## src/rtl/cpu_pkg.sv

```systemverilog
// Shared CPU datapath definitions: divider FSM states and defaults.
// Used by iter_div (optional signed support via DIV_SIGNED_EN).
package cpu_pkg;

  localparam int DIV_WIDTH      = 16;
  localparam bit BYPASS_TRIVIAL = 1'b1;

  typedef enum logic [2:0] {
    D_IDLE = 3'd0,
    D_PREP = 3'd1,
    D_ITER = 3'd2,
    D_FIX  = 3'd3,
    D_DONE = 3'd4
  } t_div_state;

endpackage

```

## src/rtl/div_step.sv

```systemverilog
// One restoring division step: shift in a dividend bit,
// trial-subtract the divisor, keep the difference if non-negative.
module div_step #(
  parameter int WIDTH = 16
) (
  input  logic [WIDTH:0]   rem_i,
  input  logic [WIDTH-1:0] dvs_i,
  input  logic             bit_i,
  output logic [WIDTH:0]   rem_o,
  output logic             q_o
);

  logic [WIDTH:0] sh;
  logic [WIDTH:0] diff;

  // Trial subtraction; a set top bit always exceeds the divisor
  always_comb begin
    sh    = {rem_i[WIDTH-1:0], bit_i};
    diff  = sh - {1'b0, dvs_i};
    q_o   = rem_i[WIDTH] | (sh >= {1'b0, dvs_i});
    rem_o = q_o ? diff : sh;
  end

endmodule

```

## src/rtl/iter_div.sv

```systemverilog
// Iterative restoring divider, one quotient bit per cycle.
// Define DIV_SIGNED_EN to add signed_op and two's-complement support.
module iter_div #(
  parameter int WIDTH          = cpu_pkg::DIV_WIDTH,
  parameter bit BYPASS_TRIVIAL = cpu_pkg::BYPASS_TRIVIAL
) (
  input  logic             clk,
  input  logic             rst,
  input  logic             start_valid,
  output logic             start_ready,
  input  logic [WIDTH-1:0] dividend,
  input  logic [WIDTH-1:0] divisor,
`ifdef DIV_SIGNED_EN
  input  logic             signed_op,
`endif
  output logic             res_valid,
  input  logic             res_ready,
  output logic [WIDTH-1:0] quotient,
  output logic [WIDTH-1:0] remainder,
  output logic             div_by_zero
);

  import cpu_pkg::*;

  localparam int CW = $clog2(WIDTH);
  localparam logic [CW-1:0] LAST = CW'(WIDTH - 1);
  localparam logic [WIDTH-1:0] ONE = WIDTH'(1);
  localparam logic [WIDTH-1:0] MIN = {1'b1, {(WIDTH-1){1'b0}}};

  t_div_state state_q, state_d;
  logic rdy_q, rdy_d;
  logic [WIDTH-1:0] dvd_q, dvd_d;
  logic [WIDTH-1:0] dvs_q, dvs_d;
  logic [WIDTH-1:0] mag_q, mag_d;
  logic [WIDTH-1:0] quo_q, quo_d;
  logic [WIDTH:0] rem_q, rem_d;
  logic [CW-1:0] cnt_q, cnt_d;
  logic dbz_q, dbz_d;
  logic qneg_q, qneg_d;
  logic rneg_q, rneg_d;
  logic is_sgn, ovf;
  logic dvd_neg, dvs_neg;
  logic [WIDTH-1:0] dvd_mag, dvs_mag;
  logic [WIDTH:0] step_rem;
  logic step_q;

`ifdef DIV_SIGNED_EN
  logic sgn_q, sgn_d;
`endif

  div_step #(.WIDTH(WIDTH)) u_step (
    .rem_i (rem_q),
    .dvs_i (mag_q),
    .bit_i (quo_q[WIDTH-1]),
    .rem_o (step_rem),
    .q_o   (step_q)
  );

  // Operand signs, magnitudes and the MIN / -1 overflow case
  always_comb begin
`ifdef DIV_SIGNED_EN
    is_sgn = sgn_q;
    ovf    = sgn_q && (dvd_q == MIN) && (&dvs_q);
`else
    is_sgn = 1'b0;
    ovf    = 1'b0;
`endif
    dvd_neg = is_sgn & dvd_q[WIDTH-1];
    dvs_neg = is_sgn & dvs_q[WIDTH-1];
    dvd_mag = dvd_neg ? -dvd_q : dvd_q;
    dvs_mag = dvs_neg ? -dvs_q : dvs_q;
  end

  // Next-state and datapath sequencing
  always_comb begin
    state_d = state_q;
    dvd_d   = dvd_q;
    dvs_d   = dvs_q;
    mag_d   = mag_q;
    quo_d   = quo_q;
    rem_d   = rem_q;
    cnt_d   = cnt_q;
    dbz_d   = dbz_q;
    qneg_d  = qneg_q;
    rneg_d  = rneg_q;
`ifdef DIV_SIGNED_EN
    sgn_d   = sgn_q;
`endif
    unique case (state_q)
      D_IDLE: begin
        if (start_valid && rdy_q) begin
          dvd_d   = dividend;
          dvs_d   = divisor;
`ifdef DIV_SIGNED_EN
          sgn_d   = signed_op;
`endif
          state_d = D_PREP;
        end
      end
      D_PREP: begin
        qneg_d  = dvd_neg ^ dvs_neg;
        rneg_d  = dvd_neg;
        mag_d   = dvs_mag;
        dbz_d   = 1'b0;
        rem_d   = '0;
        state_d = D_DONE;
        if (dvs_q == '0) begin
          quo_d = '1;
          rem_d = {1'b0, dvd_q};
          dbz_d = 1'b1;
        end else if (ovf) begin
          quo_d = MIN;
        end else if (BYPASS_TRIVIAL && dvs_mag == ONE) begin
          quo_d = dvs_neg ? -dvd_q : dvd_q;
        end else if (BYPASS_TRIVIAL && dvd_mag < dvs_mag) begin
          quo_d = '0;
          rem_d = {1'b0, dvd_q};
        end else begin
          quo_d   = dvd_mag;
          cnt_d   = '0;
          state_d = D_ITER;
        end
      end
      D_ITER: begin
        rem_d = step_rem;
        quo_d = {quo_q[WIDTH-2:0], step_q};
        cnt_d = cnt_q + 1'b1;
        if (cnt_q == LAST) state_d = D_FIX;
      end
      D_FIX: begin
        if (qneg_q) quo_d = -quo_q;
        if (rneg_q) rem_d = {1'b0, -rem_q[WIDTH-1:0]};
        state_d = D_DONE;
      end
      D_DONE: begin
        if (res_ready) state_d = D_IDLE;
      end
      default: state_d = D_IDLE;
    endcase
    rdy_d = (state_d == D_IDLE);
  end

  // State registers; reset discards any in-flight result
  always_ff @(posedge clk or posedge rst) begin
    if (rst) begin
      state_q <= D_IDLE;
      rdy_q   <= 1'b0;
      dvd_q   <= '0;
      dvs_q   <= '0;
      mag_q   <= '0;
      quo_q   <= '0;
      rem_q   <= '0;
      cnt_q   <= '0;
      dbz_q   <= 1'b0;
      qneg_q  <= 1'b0;
      rneg_q  <= 1'b0;
`ifdef DIV_SIGNED_EN
      sgn_q   <= 1'b0;
`endif
    end else begin
      state_q <= state_d;
      rdy_q   <= rdy_d;
      dvd_q   <= dvd_d;
      dvs_q   <= dvs_d;
      mag_q   <= mag_d;
      quo_q   <= quo_d;
      rem_q   <= rem_d;
      cnt_q   <= cnt_d;
      dbz_q   <= dbz_d;
      qneg_q  <= qneg_d;
      rneg_q  <= rneg_d;
`ifdef DIV_SIGNED_EN
      sgn_q   <= sgn_d;
`endif
    end
  end

  assign start_ready = rdy_q;
  assign res_valid   = (state_q == D_DONE);
  assign quotient    = quo_q;
  assign remainder   = rem_q[WIDTH-1:0];
  assign div_by_zero = dbz_q;

endmodule

```

## config.mk

```make
export PLATFORM = sky130hd
export DESIGN_NAME = iter_div
export DESIGN_NICKNAME = d
export VERILOG_FILES = /design/src/rtl/cpu_pkg.sv /design/src/rtl/div_step.sv /design/src/rtl/iter_div.sv
export SDC_FILE = /design/constraint.sdc
export NUM_CORES = 1
export LEC_CHECK = 0
export ABC_AREA = 1
export BUFFER_PORTS_ARGS = -buffer_cell sky130_fd_sc_hd__clkbuf_2
export CAP_MARGIN = 10
export CORE_ASPECT_RATIO = 0.7
export CORE_UTILIZATION = 59
export CTS_CLUSTER_DIAMETER = 120
export DETAILED_ROUTE_END_ITERATION = 7
export PLACE_DENSITY_LB_ADDON = 0.15
export SLEW_MARGIN = 20
export SYNTH_ARGS = -nofsm -noshare
export SYNTH_HDL_FRONTEND = slang
export SYNTH_SLANG_ARGS = --single-unit
```

## constraint.sdc

```tcl
create_clock -name clk -period 3.45 [get_ports clk]
set_clock_uncertainty 0.15 [all_clocks]
set_input_delay 0.345 -clock clk [delete_from_list [all_inputs] [get_ports clk]]
set_output_delay 0.345 -clock clk [all_outputs]
set_load 0.1 [all_outputs]
```

== Word-level counts from Yosys, hierarchy flattened ==
Cells that the tools add are included.
Cells by class
  order comparisons: 2
  div/mod/pow operators: 0
  shift operators: 0
  multipliers: 0
  $add $sub $neg: 2
  reduce and logical (&&, ||, !) cells: 9
  bitwise logic cells: 2
  equal/unequal tests: 9
  muxes and demuxes: 21
Operators with widths (number)
  16-bit two-way mux: 6
  17-bit one-hot mux with 2 select lines: 1
  16-bit one-hot mux with 2 select lines: 1
  3-bit two-way mux: 6
  17-bit by 16-bit greater-or-equal comparator with 1-bit output: 1
  17-bit two-way mux: 1
  17-bit by 16-bit subtractor with 17-bit output: 1
  16-bit by 1-bit == test with 1-bit output (second input constant): 1
  16-bit logical NOT: 1
  16-bit < comparator: 1
  3-bit one-hot mux with 5 select lines: 1
  4-bit two-way mux: 3
  4-bit one-hot mux with 2 select lines: 1
  3-bit by 2-bit == test with 1-bit output (second input constant): 2
  3-bit logical NOT: 2
  2-bit != test (second input constant): 3
  4-bit by 1-bit adder with 4-bit output (second input constant): 1
  4-bit == test (second input constant): 1
  2-bit AND reduction: 2
  4-bit AND reduction: 1
  3-bit by 1-bit == test with 1-bit output (second input constant): 1
  3-bit == test (second input constant): 1
  3-bit nonzero test: 1
  2-bit nonzero test: 1
  4 further kinds: 4
Word-level totals
  bits in read-only memories: 0
  logic and storage cells: 54
  input bits: 36
  register bits: 90
  RAM bits: 0
  bits in latches: 0
  memories kept: 0

== Longest topological paths before layout ==
  depth in word-level cells: 6
  gate-level depth with buffers: 16
  mapped depth without buffers: 15

== Hierarchy ==
A second synthesis with hierarchy kept.
Unflattened totals
  cell total of the unflattened synthesis: 784
  area, all modules: 5930.7 µm²
By module, submodules not included
  iter_div: area each 4516.8 µm², cells each 493, instances 1
  div_step: area each 1413.9 µm², cells each 291, instances 1

== Worst setup path after synthesis ==
No wires, ideal clock.
  kind: register -> register
  start point: register rem_q[11]
  end point: register quo_q[0] (netlist: quotient[0])
  path buffers: 1
  slack: 1.391 ns
  library setup time: 0.118 ns
  cell stages (with the launch flop): 15
  period minus slack after synthesis: 2.059 ns
  data arrival time: 1.792 ns
  cells stage by stage: dfrtp_1 -> ha_1 -> nand2_2 -> inv_1 -> nand2_1 -> nand2_1 -> a21oi_2 -> nand2_2 -> nand2_4 -> nand2_8 -> buf_12 -> nand2_1 -> nand2_1 -> o21bai_1 -> inv_1
On the way
  word-level cells in the longest chain between the ends: 3
Ends and longest elaborated chain
  from (decl): RTL line iter_div.sv:36  | logic [WIDTH:0] rem_q, rem_d;
  from (signal assigned): RTL line iter_div.sv:167  | rem_q <= rem_d;
  17-bit by 16-bit greater-or-equal comparator with 1-bit output: RTL line div_step.sv:20  | q_o = rem_i[WIDTH] | (sh >= {1'b0, dvs_i});
  1-bit OR: RTL line div_step.sv:20
  16-bit one-hot mux with 2 select lines: RTL line iter_div.sv:89  | unique case (state_q)
  to (signal assigned): RTL line iter_div.sv:166  | quo_q <= quo_d;
  to (decl): RTL line iter_div.sv:35  | logic [WIDTH-1:0] quo_q, quo_d;
Every way passes these cells.
A chain may end at the register's enable or synchronous reset.

== Worst setup path in the final report ==
  start point: register dvd_q[15] (netlist: dvd_mag[15])
  end point: register rem_q[12]
On the way
  word-level cells in the longest chain between the ends: 5
Ends and longest elaborated chain
  from (decl): RTL line iter_div.sv:32  | logic [WIDTH-1:0] dvd_q, dvd_d;
  from (signal assigned): RTL line iter_div.sv:163  | dvd_q <= dvd_d;
  16-bit < comparator: RTL line iter_div.sv:115  | end else if (BYPASS_TRIVIAL && dvd_mag < dvs_mag) begin
  16-bit two-way mux: RTL line iter_div.sv:115
  16-bit two-way mux: RTL line iter_div.sv:113  | end else if (BYPASS_TRIVIAL && dvs_mag == ONE) begin
  16-bit two-way mux: RTL line iter_div.sv:107  | if (dvs_q == '0) begin
  17-bit one-hot mux with 2 select lines: RTL line iter_div.sv:89
Every way passes these cells.

==> reports/summary.txt <==
Wire per inst = 16.3 um
Busiest grt layer = met2
Endpoints failing hold = 20
Largest cells by area after synthesis = dfrtp_1 40%, nand2_1 12%, ha_1 7.1%
Flop2flop setup slack = 850 ps
Most common cell in the netlist = nand2_1
M1 GR Usage = 0.456
Worst r2r src = dvd_mag[15]
Final core utilization = 0.682
Diodes inserted = 0
TritonRoute pass-1 iters = 6
Total gr overflow = 0
Setup_tns = 0 ps
Largest net degree at the start of global routing = 51
Layout area overhead = 10.6%
First-pass GRT wire length = 24.0 mm
Proportion of layout cells with a drive suffix above 1 = 0.171
Worst reg-to-reg path cell count = 10
Top achievable clock speed = 385 MHz
Core ar. = 9180 sq um
CP Max Fanout = 17
Arr. time, crit path = 2730 ps
Area fraction of the dominant cell type after synthesis = 0.398
Antenna viol nets, final = 0
Post-synth top area cell = dfrtp_1
Chip width = 119 um
Register area share after synthesis = 0.398
Post-route insts no fill = 912
Cell variety after synth = 42
Number of global-route vias before repair = 4736
Cells after Synth = 736
Failing checks = hold timing
Worst r2r dst = rem_q[12]
CTS tree = done
CTS sink cnt = 90
Worst-Skew Late Latency = 350 ps
# port buffers = 70
Warnings from Yosys = 0
Starting density of the core = 0.617
Seq cells post-synth = 90
Met2 Use GR = 0.469
Ys async rst share = 1.00
RSZ-0062 raised after global routing = no
Primary FF master, synth = dfrtp_1
EDFF count, synth = 0
CP startpoint kind = flip-flop
Final Critical Period = 2600 ps
Met3 Use GR = 0.0676
DIE HEIGHT = 84.0 um
Hold Crit Class = input pin to async pin
Final WL = 14.8 mm
Hold-fix buffers, CTS = 0
Deepest clock path buffer count = 2
Final hold slack = -15.5 ps
Ports = 71
Slew HR = 0.411
Post-Syn Nets = 805
Post_cts resized = 0
Clk pin slew, worst setup/hold paths = 60 ps
Dpl cells = 896
Final max-slew violation count = 0
GRT Resource Usage Total = 0.313
Worst Max-Slew Pin Slew = 884 ps
Final Cycle Share = 0.754
Status = complete, but fails checks
Synthesized area = 5660 sq um
Initial antenna violation count = 0
Syn_area_per_cell = 7.70 sq um
Post-layout nets = 852
DRC Markers = 0
CTS Buf Count = 9
RD Place Congestion = 0.869
Site row count = 29
Top post-synthesis cells by count = 183 x nand2_1, 99 x inv_1, 90 x dfrtp_1
Critical path capture point type = flip-flop
Crit Path Class = flip-flop to flip-flop
Die ar. = 10000 sq um
Starting DRC count in detailed routing = 518
Worst Path Required = 3580 ps
Root Driver = clkbuf_16
Max_cap viols = 0
Final setup viols = 0
Via count = 5106
Number of setup buffers added after CTS = 0
H-tree Lvls = 3
Via density = 5.60
Fill cells = 778
Final HPWL DP = 10.8 mm
==> cells by family (layout without fill, tap and decap cells) <==
kind of cell               count (synthesis)  after routing  share of synthesized area
AOI/OAI and AO/OA                        105            105                     0.0963
xor gates and xnor gates                   8              8                     0.0124
adders and majority gates                 33             33                     0.0742
buffers and inverters                    142            194                      0.115
DFF                                       90             90                      0.398
muxes                                     15             15                     0.0298
and+or+nand+nor                          343            343                      0.274
==> flip-flops by register name, indices dropped and copies added (netlist names) <==
register	count
cnt_q	4
div_by_zero	1
dvd_mag	16
dvs_mag	16
mag_q	16
quotient	16
rem_q	17
start_ready	1
state_q	3
==> stage by stage <==
step	worst slack (ps)	area [sq um]	hold slack, ps
after detailed placement	914	5940	322
after floorplan	620	5660	300
after CTS	898	6260	13.6
final	850	6260	-15.5
after global routing	612	6260	72.8
after global placement	971	5940	313
==> worst max-delay path, cell delays in order, from the launching register on <==
cell     delay [ps]
dfrtp_1         460
ha_1            360
a21oi_1         140
o21ai_0         130
nor2_1          230
nand3_2         360
nand2_2         400
nand2_1          80
nand2_1          70
nand2_1          60
nand2_1          80
==> area by class of cell <==
class	count	area [sq um]	area share
Sequential cell	90	2250	0.360
Clock buffer	12	246	0.0394
Multi-Input combinational cell	504	2760	0.441
Inverter	103	388	0.0619
Clock inverter	4	73.8	0.0118
Tap cell	124	155	0.0248
Timing Repair Buffer	75	388	0.0619
==> cell usage in the layout (no fill, tap or decap), types with 10 or more instances in the layout <==
| master | n |
|---|---|
| inv_1 | 98 |
| nand2_1 | 183 |
| mux2_2 | 15 |
| nor2_1 | 51 |
| o21ai_0 | 24 |
| nand4_1 | 10 |
| nand3_1 | 64 |
| ha_1 | 32 |
| a21oi_1 | 69 |
| dfrtp_1 | 90 |
| clkbuf_2 | 70 |
==> worst max-delay path by stage <==
| stage | cells past startpoint | from | endpoint |
|---|---|---|---|
| after floorplan | 1 | rst | cnt_q[0] |
| after global placement | 12 | dvd_mag[5] | rem_q[13] |
| after detailed placement | 12 | dvd_mag[9] | rem_q[14] |
| after CTS | 12 | dvd_mag[9] | rem_q[12] |
| after global routing | 12 | dvd_mag[5] | rem_q[0] |
| final | 10 | dvd_mag[15] | rem_q[12] |
==> routing by layer <==
metal | wire [um] | vias to the layer above
li1 | - | 2445
met1 | 6740 | 2424
met2 | 6660 | 220
met3 | 1260 | 17
met4 | 167 | 0
met5 | 0 | -
Power is not shown: default switching activity piles up to over one toggle a cycle in this logic, so the estimate is an artifact.
